<file path="config.mk">
export PLATFORM = sky130hd
export DESIGN_NAME = ps2_key_decoder
export DESIGN_NICKNAME = d
export VERILOG_FILES = /design/src/rtl/ps2_key_decoder.sv
export SDC_FILE = /design/constraint.sdc
export NUM_CORES = 1
export LEC_CHECK = 0
export CAP_MARGIN = 15
export CORE_ASPECT_RATIO = 1.2
export CORE_MARGIN = 4
export CORE_UTILIZATION = 55
export CTS_CLUSTER_DIAMETER = 50
export CTS_CLUSTER_SIZE = 28
export DETAILED_ROUTE_END_ITERATION = 7
export PLACE_DENSITY = 0.74
export SYNTH_ARGS = -nofsm -noshare
export SYNTH_HDL_FRONTEND = slang
export SYNTH_SLANG_ARGS = --single-unit
</file>
<file path="constraint.sdc">
create_clock -name iCLK -period 4.8 [get_ports iCLK]
set_clock_uncertainty 0.1 [all_clocks]
set_input_delay 0.96 -clock iCLK [delete_from_list [all_inputs] [get_ports iCLK]]
set_output_delay 0.96 -clock iCLK [all_outputs]
set_load 0.01 [all_outputs]
</file>
<file path="src/rtl/ps2_key_decoder.sv">
// PS/2 keyboard receiver and scan-code decoder.
// Synchronizes the raw PS/2 lines, frames 11-bit packets on the keyboard
// clock's falling edges, and turns the byte stream (with E0/F0 prefixes)
// into make/break pulses plus a held key code.
module ps2_key_decoder #(
   parameter int TIMEOUT_CYCLES = 25000
) (
   input  logic       iCLK,
   input  logic       iRST_n,
   input  logic       ps2_clk,
   input  logic       ps2_data,
   output logic [7:0] key_code,
   output logic       key_en,
   output logic       key_rel,
   output logic       key_ext,
   output logic       frame_err
);

   localparam int TW = $clog2(TIMEOUT_CYCLES + 1);

   typedef enum logic [1:0] {
      IDLE   = 2'd0,
      DATA   = 2'd1,
      PARITY = 2'd2,
      STOP   = 2'd3
   } state_t;

   // synchronizer and edge-detect flops
   logic clk_s1_q, clk_s2_q, clk_prev_q;
   logic dat_s1_q, dat_s2_q;

   // frame FSM state
   state_t        state_q, state_d;
   logic [7:0]    shift_q, shift_d;
   logic [2:0]    cnt_q, cnt_d;
   logic          par_ok_q, par_ok_d;
   logic [TW-1:0] tmo_q, tmo_d;
   logic          err_d;
   logic          byte_vld_q, byte_vld_d;
   logic [7:0]    byte_q;

   // decoder state and outputs
   logic       ext_q, ext_d;
   logic       brk_q, brk_d;
   logic [7:0] code_q, code_d;
   logic       en_q, en_d;
   logic       rel_q, rel_d;
   logic       kext_q, kext_d;
   logic       ferr_q;

   logic fall;
   logic bit_s;

   // Idle bus is high, so the synchronizers reset to 1 to avoid a fake edge.
   assign fall  = clk_prev_q & ~clk_s2_q;
   assign bit_s = dat_s2_q;

   // Two-flop synchronizers plus one delayed copy of the clock for edges.
   always_ff @(posedge iCLK or negedge iRST_n) begin
      if (!iRST_n) begin
         clk_s1_q   <= 1'b1;
         clk_s2_q   <= 1'b1;
         clk_prev_q <= 1'b1;
         dat_s1_q   <= 1'b1;
         dat_s2_q   <= 1'b1;
      end else begin
         clk_s1_q   <= ps2_clk;
         clk_s2_q   <= clk_s1_q;
         clk_prev_q <= clk_s2_q;
         dat_s1_q   <= ps2_data;
         dat_s2_q   <= dat_s1_q;
      end
   end

   // Frame FSM and datapath registers.
   always_ff @(posedge iCLK or negedge iRST_n) begin
      if (!iRST_n) begin
         state_q    <= IDLE;
         shift_q    <= 8'h00;
         cnt_q      <= 3'd0;
         par_ok_q   <= 1'b0;
         tmo_q      <= '0;
         byte_vld_q <= 1'b0;
         byte_q     <= 8'h00;
         ferr_q     <= 1'b0;
      end else begin
         state_q    <= state_d;
         shift_q    <= shift_d;
         cnt_q      <= cnt_d;
         par_ok_q   <= par_ok_d;
         tmo_q      <= tmo_d;
         byte_vld_q <= byte_vld_d;
         ferr_q     <= err_d;
         if (byte_vld_d) byte_q <= shift_q;
      end
   end

   // Frame next-state: advance on falling edges only; abort if the
   // keyboard clock stalls mid-frame.
   always_comb begin
      state_d    = state_q;
      shift_d    = shift_q;
      cnt_d      = cnt_q;
      par_ok_d   = par_ok_q;
      tmo_d      = tmo_q;
      err_d      = 1'b0;
      byte_vld_d = 1'b0;

      if (state_q != IDLE) begin
         if (fall) tmo_d = '0;
         else      tmo_d = tmo_q + TW'(1);
      end

      case (state_q)
         IDLE: begin
            tmo_d = '0;
            // a high sample here is a glitch, not a start bit
            if (fall && !bit_s) begin
               state_d = DATA;
               cnt_d   = 3'd0;
            end
         end
         DATA: begin
            if (fall) begin
               shift_d = {bit_s, shift_q[7:1]};
               cnt_d   = cnt_q + 3'd1;
               if (cnt_q == 3'd7) state_d = PARITY;
            end
         end
         PARITY: begin
            if (fall) begin
               par_ok_d = ^{shift_q, bit_s};
               state_d  = STOP;
            end
         end
         STOP: begin
            if (fall) begin
               if (bit_s && par_ok_q) byte_vld_d = 1'b1;
               else                   err_d      = 1'b1;
               state_d = IDLE;
            end
         end
         default: state_d = IDLE;
      endcase

      if (state_q != IDLE && !fall && tmo_q == TW'(TIMEOUT_CYCLES)) begin
         state_d = IDLE;
         cnt_d   = 3'd0;
         tmo_d   = '0;
         err_d   = 1'b1;
      end
   end

   // Scan-code decode: prefixes only set flags, other bytes emit a pulse.
   always_comb begin
      code_d = code_q;
      kext_d = kext_q;
      en_d   = 1'b0;
      rel_d  = 1'b0;
      ext_d  = ext_q;
      brk_d  = brk_q;

      if (byte_vld_q) begin
         if (byte_q == 8'hE0) begin
            ext_d = 1'b1;
         end else if (byte_q == 8'hF0) begin
            brk_d = 1'b1;
         end else begin
            code_d = byte_q;
            kext_d = ext_q;
            if (brk_q) rel_d = 1'b1;
            else       en_d  = 1'b1;
            ext_d = 1'b0;
            brk_d = 1'b0;
         end
      end

      // a broken frame may have been the tail of a prefix sequence
      if (err_d) begin
         ext_d = 1'b0;
         brk_d = 1'b0;
      end
   end

   // Decoder registers.
   always_ff @(posedge iCLK or negedge iRST_n) begin
      if (!iRST_n) begin
         code_q <= 8'h00;
         kext_q <= 1'b0;
         en_q   <= 1'b0;
         rel_q  <= 1'b0;
         ext_q  <= 1'b0;
         brk_q  <= 1'b0;
      end else begin
         code_q <= code_d;
         kext_q <= kext_d;
         en_q   <= en_d;
         rel_q  <= rel_d;
         ext_q  <= ext_d;
         brk_q  <= brk_d;
      end
   end

   assign key_code  = code_q;
   assign key_en    = en_q;
   assign key_rel   = rel_q;
   assign key_ext   = kext_q;
   assign frame_err = ferr_q;

endmodule

</file>
==> results.sh <==
export IMPL_min_period_ps=2310
export IMPL_cp_required_ps=4920
export IMPL_dr_pass1_iters=4
export IMPL_htree_num_levels=3
export IMPL_track_usage_pct=15.2
export IMPL_drc=0
export IMPL_initial_core_util_pct=57.5
export IMPL_hold_buffers=0
export IMPL_static_leakage_power_nw=1.34
export IMPL_yosysMostFrequentCell="dfrtp_1"
export IMPL_cts_buffers=9
export IMPL_gr_total_overflow=0
export IMPL_routed_via_count=1557
export IMPL_power_density_nw_per_um2=464
export IMPL_p_int_mw=0.926
export IMPL_seq_area_frac_synth_pct=57.6
export IMPL_synth_async_reset_ratio_pct=100
export IMPL_synth_main_ff_cell="dfrtp_1"
export IMPL_crit_chain="or4_1 -> or4_4 -> nor3_4 -> a21oi_2 -> mux2_4"
export IMPL_nNetsFinal=247
export IMPL_post_cts_buffers=0
export IMPL_vias_per_cell=5.26
export IMPL_io_pins=16
export IMPL_antenna_found_initial=0
export IMPL_post_route_period_util_pct=48.1
export IMPL_grt_start_max_net_pins=58
export IMPL_critPathCaptureType="register"
export IMPL_combPwrFrac_pct=24.6
export IMPL_wl_per_cell_um=13.0
export IMPL_hold_path_class="register to register"
export IMPL_holdWs_ps=256
export IMPL_tightest_slew_ps=770
export IMPL_drv_slew=0
export IMPL_finalHoldViolCount=0
export IMPL_placed_area_um2=2700
export IMPL_crit_slowest_cell="or4_4"
export IMPL_p_clk_share_pct=27.9
export IMPL_max_freq_ghz=0.433
export IMPL_clk_latency_ps=330
export IMPL_start_kind="register"
export IMPL_finalSetupViolCount=0
export IMPL_arrival_ps=2430
export IMPL_drv_cap=0
export IMPL_synth_top_cell_by_area="dfrtp_1"
export IMPL_die_w_um=69.4
export IMPL_avgSynthCellArea_um2=11.8
export IMPL_yosys_warnings=0
export IMPL_min_from="clk_s1_q$_DFF_PN1_"
export IMPL_synth_cells=211
export IMPL_port_buffers=15
export IMPL_root_buffer="clkbuf_8"
export IMPL_status="complete, no violations"
export IMPL_synth_area_um2=2490
export IMPL_fin_area_um2=2870
export IMPL_routed_wl_um=3840
export IMPL_slowest_delay_ps=570
export IMPL_synth_seq_cells=57
export IMPL_p_switching_mw=0.403
export IMPL_gp_congestion=0.777
export IMPL_p_seq_share_pct=47.5
export IMPL_drive_gt1_share_pct=21.7
export IMPL_cts_resized_gates=0
export IMPL_coreArea_um2=4330
export IMPL_switching_share_pct=30.3
export IMPL_slew_headroom_pct=48.5
export IMPL_grt_pass1_vias=1511
export IMPL_syn_nets=223
export IMPL_r2r_start="tmo_q[2]$_DFFE_PN0P_"
export IMPL_path_max_fanout=6
export IMPL_area_delta_synth_final_pct=15.2
export IMPL_cts_tree="built"
export IMPL_cp_startpoint="tmo_q[2]$_DFFE_PN0P_"
export IMPL_fin_tns_setup_ps=0
export IMPL_worstSetupPathType="register to register"
export IMPL_grt_first_pass_wirelength_um=6640
export IMPL_synth_edf_count=0
export IMPL_num_antenna_cells=0
export IMPL_critPathBufInv=0
export IMPL_clockBufferDepth=2
export IMPL_cts_sinks=57
export IMPL_synth_area_leaders="dfrtp_1 52%, mux2_2 8.1%, dfstp_2 5.3%"
export IMPL_ant_nets=0
export IMPL_vdd_drop_max_uv=317
export IMPL_finalWorstSetupSlack_ps=2490
export IMPL_rows=26
export IMPL_path_delay_family="simple AND/OR/NAND/NOR gates"
export IMPL_synth_common_cells="52 x dfrtp_1, 27 x nand2_1, 20 x nor2_1, 18 x mux2_2, 10 x xor2_1"
export IMPL_rsz0062_at_grt="false"
export IMPL_clk_pin_slew_ps=60
export IMPL_synth_top_area_share_pct=52.3
export IMPL_synth_cell_types=38
export IMPL_die_area_um2=5670
export IMPL_drtIter0Drc=88
export IMPL_die_y_um=81.7
export IMPL_dp_hpwl_um=2620
export IMPL_pre_cts_ws_ps=2490
per-stage QoR:
step	total power [mW]	utilization, %	std cells
after detailed placement	0.971	62.4	280
after global placement	0.965	62.4	280
after CTS	1.35	66.3	296
after floorplan	0.892	-	211
after global routing	1.42	66.3	296
final	1.33	66.3	296
registers in the layout, indices dropped and copies added, names as in the netlist, 2 cells and up:
| name | flops |
|---|---|
| tmo_q | 15 |
| byte_q | 8 |
| key_code | 8 |
| shift_q | 8 |
| cnt_q | 3 |
| state_q | 2 |
layer usage:
layer | GRT usage, % | vias up | routed length [um]
met2 | 23.8 | 24 | 1780
li1 | - | 764 | -
met4 | 11.7 | 0 | 114
met1 | 18.6 | 759 | 1810
met3 | 3.30 | 10 | 123
met5 | 0 | - | 0
logic make-up (layout without fill, tap and decap cells):
group           count (synthesis)  count (layout)  synth area share, %
fa+ha+maj                       8               8                 4.02
flops                          57              57                 57.6
simple gates                   74              74                 15.3
mux                            19              19                 8.75
buf+inv                        12              41                 2.16
compound gates                 22              22                 5.48
xor+xnor                       19              19                 6.69
power by group through the flow:
stage,sequential (mW),combinational (mW),clock (mW)
2_1_floorplan,0.622,0.270,0
3_3_place_gp,0.639,0.326,0
3_5_place_dp,0.639,0.331,0
4_1_cts,0.632,0.333,0.382
5_1_grt,0.643,0.369,0.406
6_report,0.631,0.327,0.371
placed cells by master, fill, tap and decap left out, types with 5 or more instances in the layout:
cell / count
a21oi_1: 7
clkbuf_8: 10
clkdlybuf4s50_1: 14
dfrtp_1: 52
dfstp_2: 5
ha_1: 8
inv_1: 8
mux2_2: 18
nand2_1: 27
nor2_1: 20
o21ai_0: 7
xnor2_1: 9
xor2_1: 10
path summary, 6_finish.rpt:
check,depth (start not counted),slack (ps),endpoint
setup / recovery,5,2490,cnt_q[0]$_DFFE_PN0P_
hold / removal,0,260,clk_s2_q$_DFF_PN1_
setup reg to reg,5,2490,cnt_q[0]$_DFFE_PN0P_
hold reg to reg,0,260,clk_s2_q$_DFF_PN1_
max in group asynchronous,2,3500,key_code[6]$_DFFE_PN0P_
min in group asynchronous,2,660,state_q[0]$_DFFE_PN0P_
area by class of cell:
cell class                      count  area, um2
Fill cell                         331       1460
Clock buffer                       12        145
Inverter                            8       30.0
Tap cell                           56       70.1
Multi-Input combinational cell    142       1010
Timing Repair Buffer               17        160
Clock inverter                      4       20.0
Sequential cell                    57       1430
Note: power is estimated with default switching activity, not from simulation.
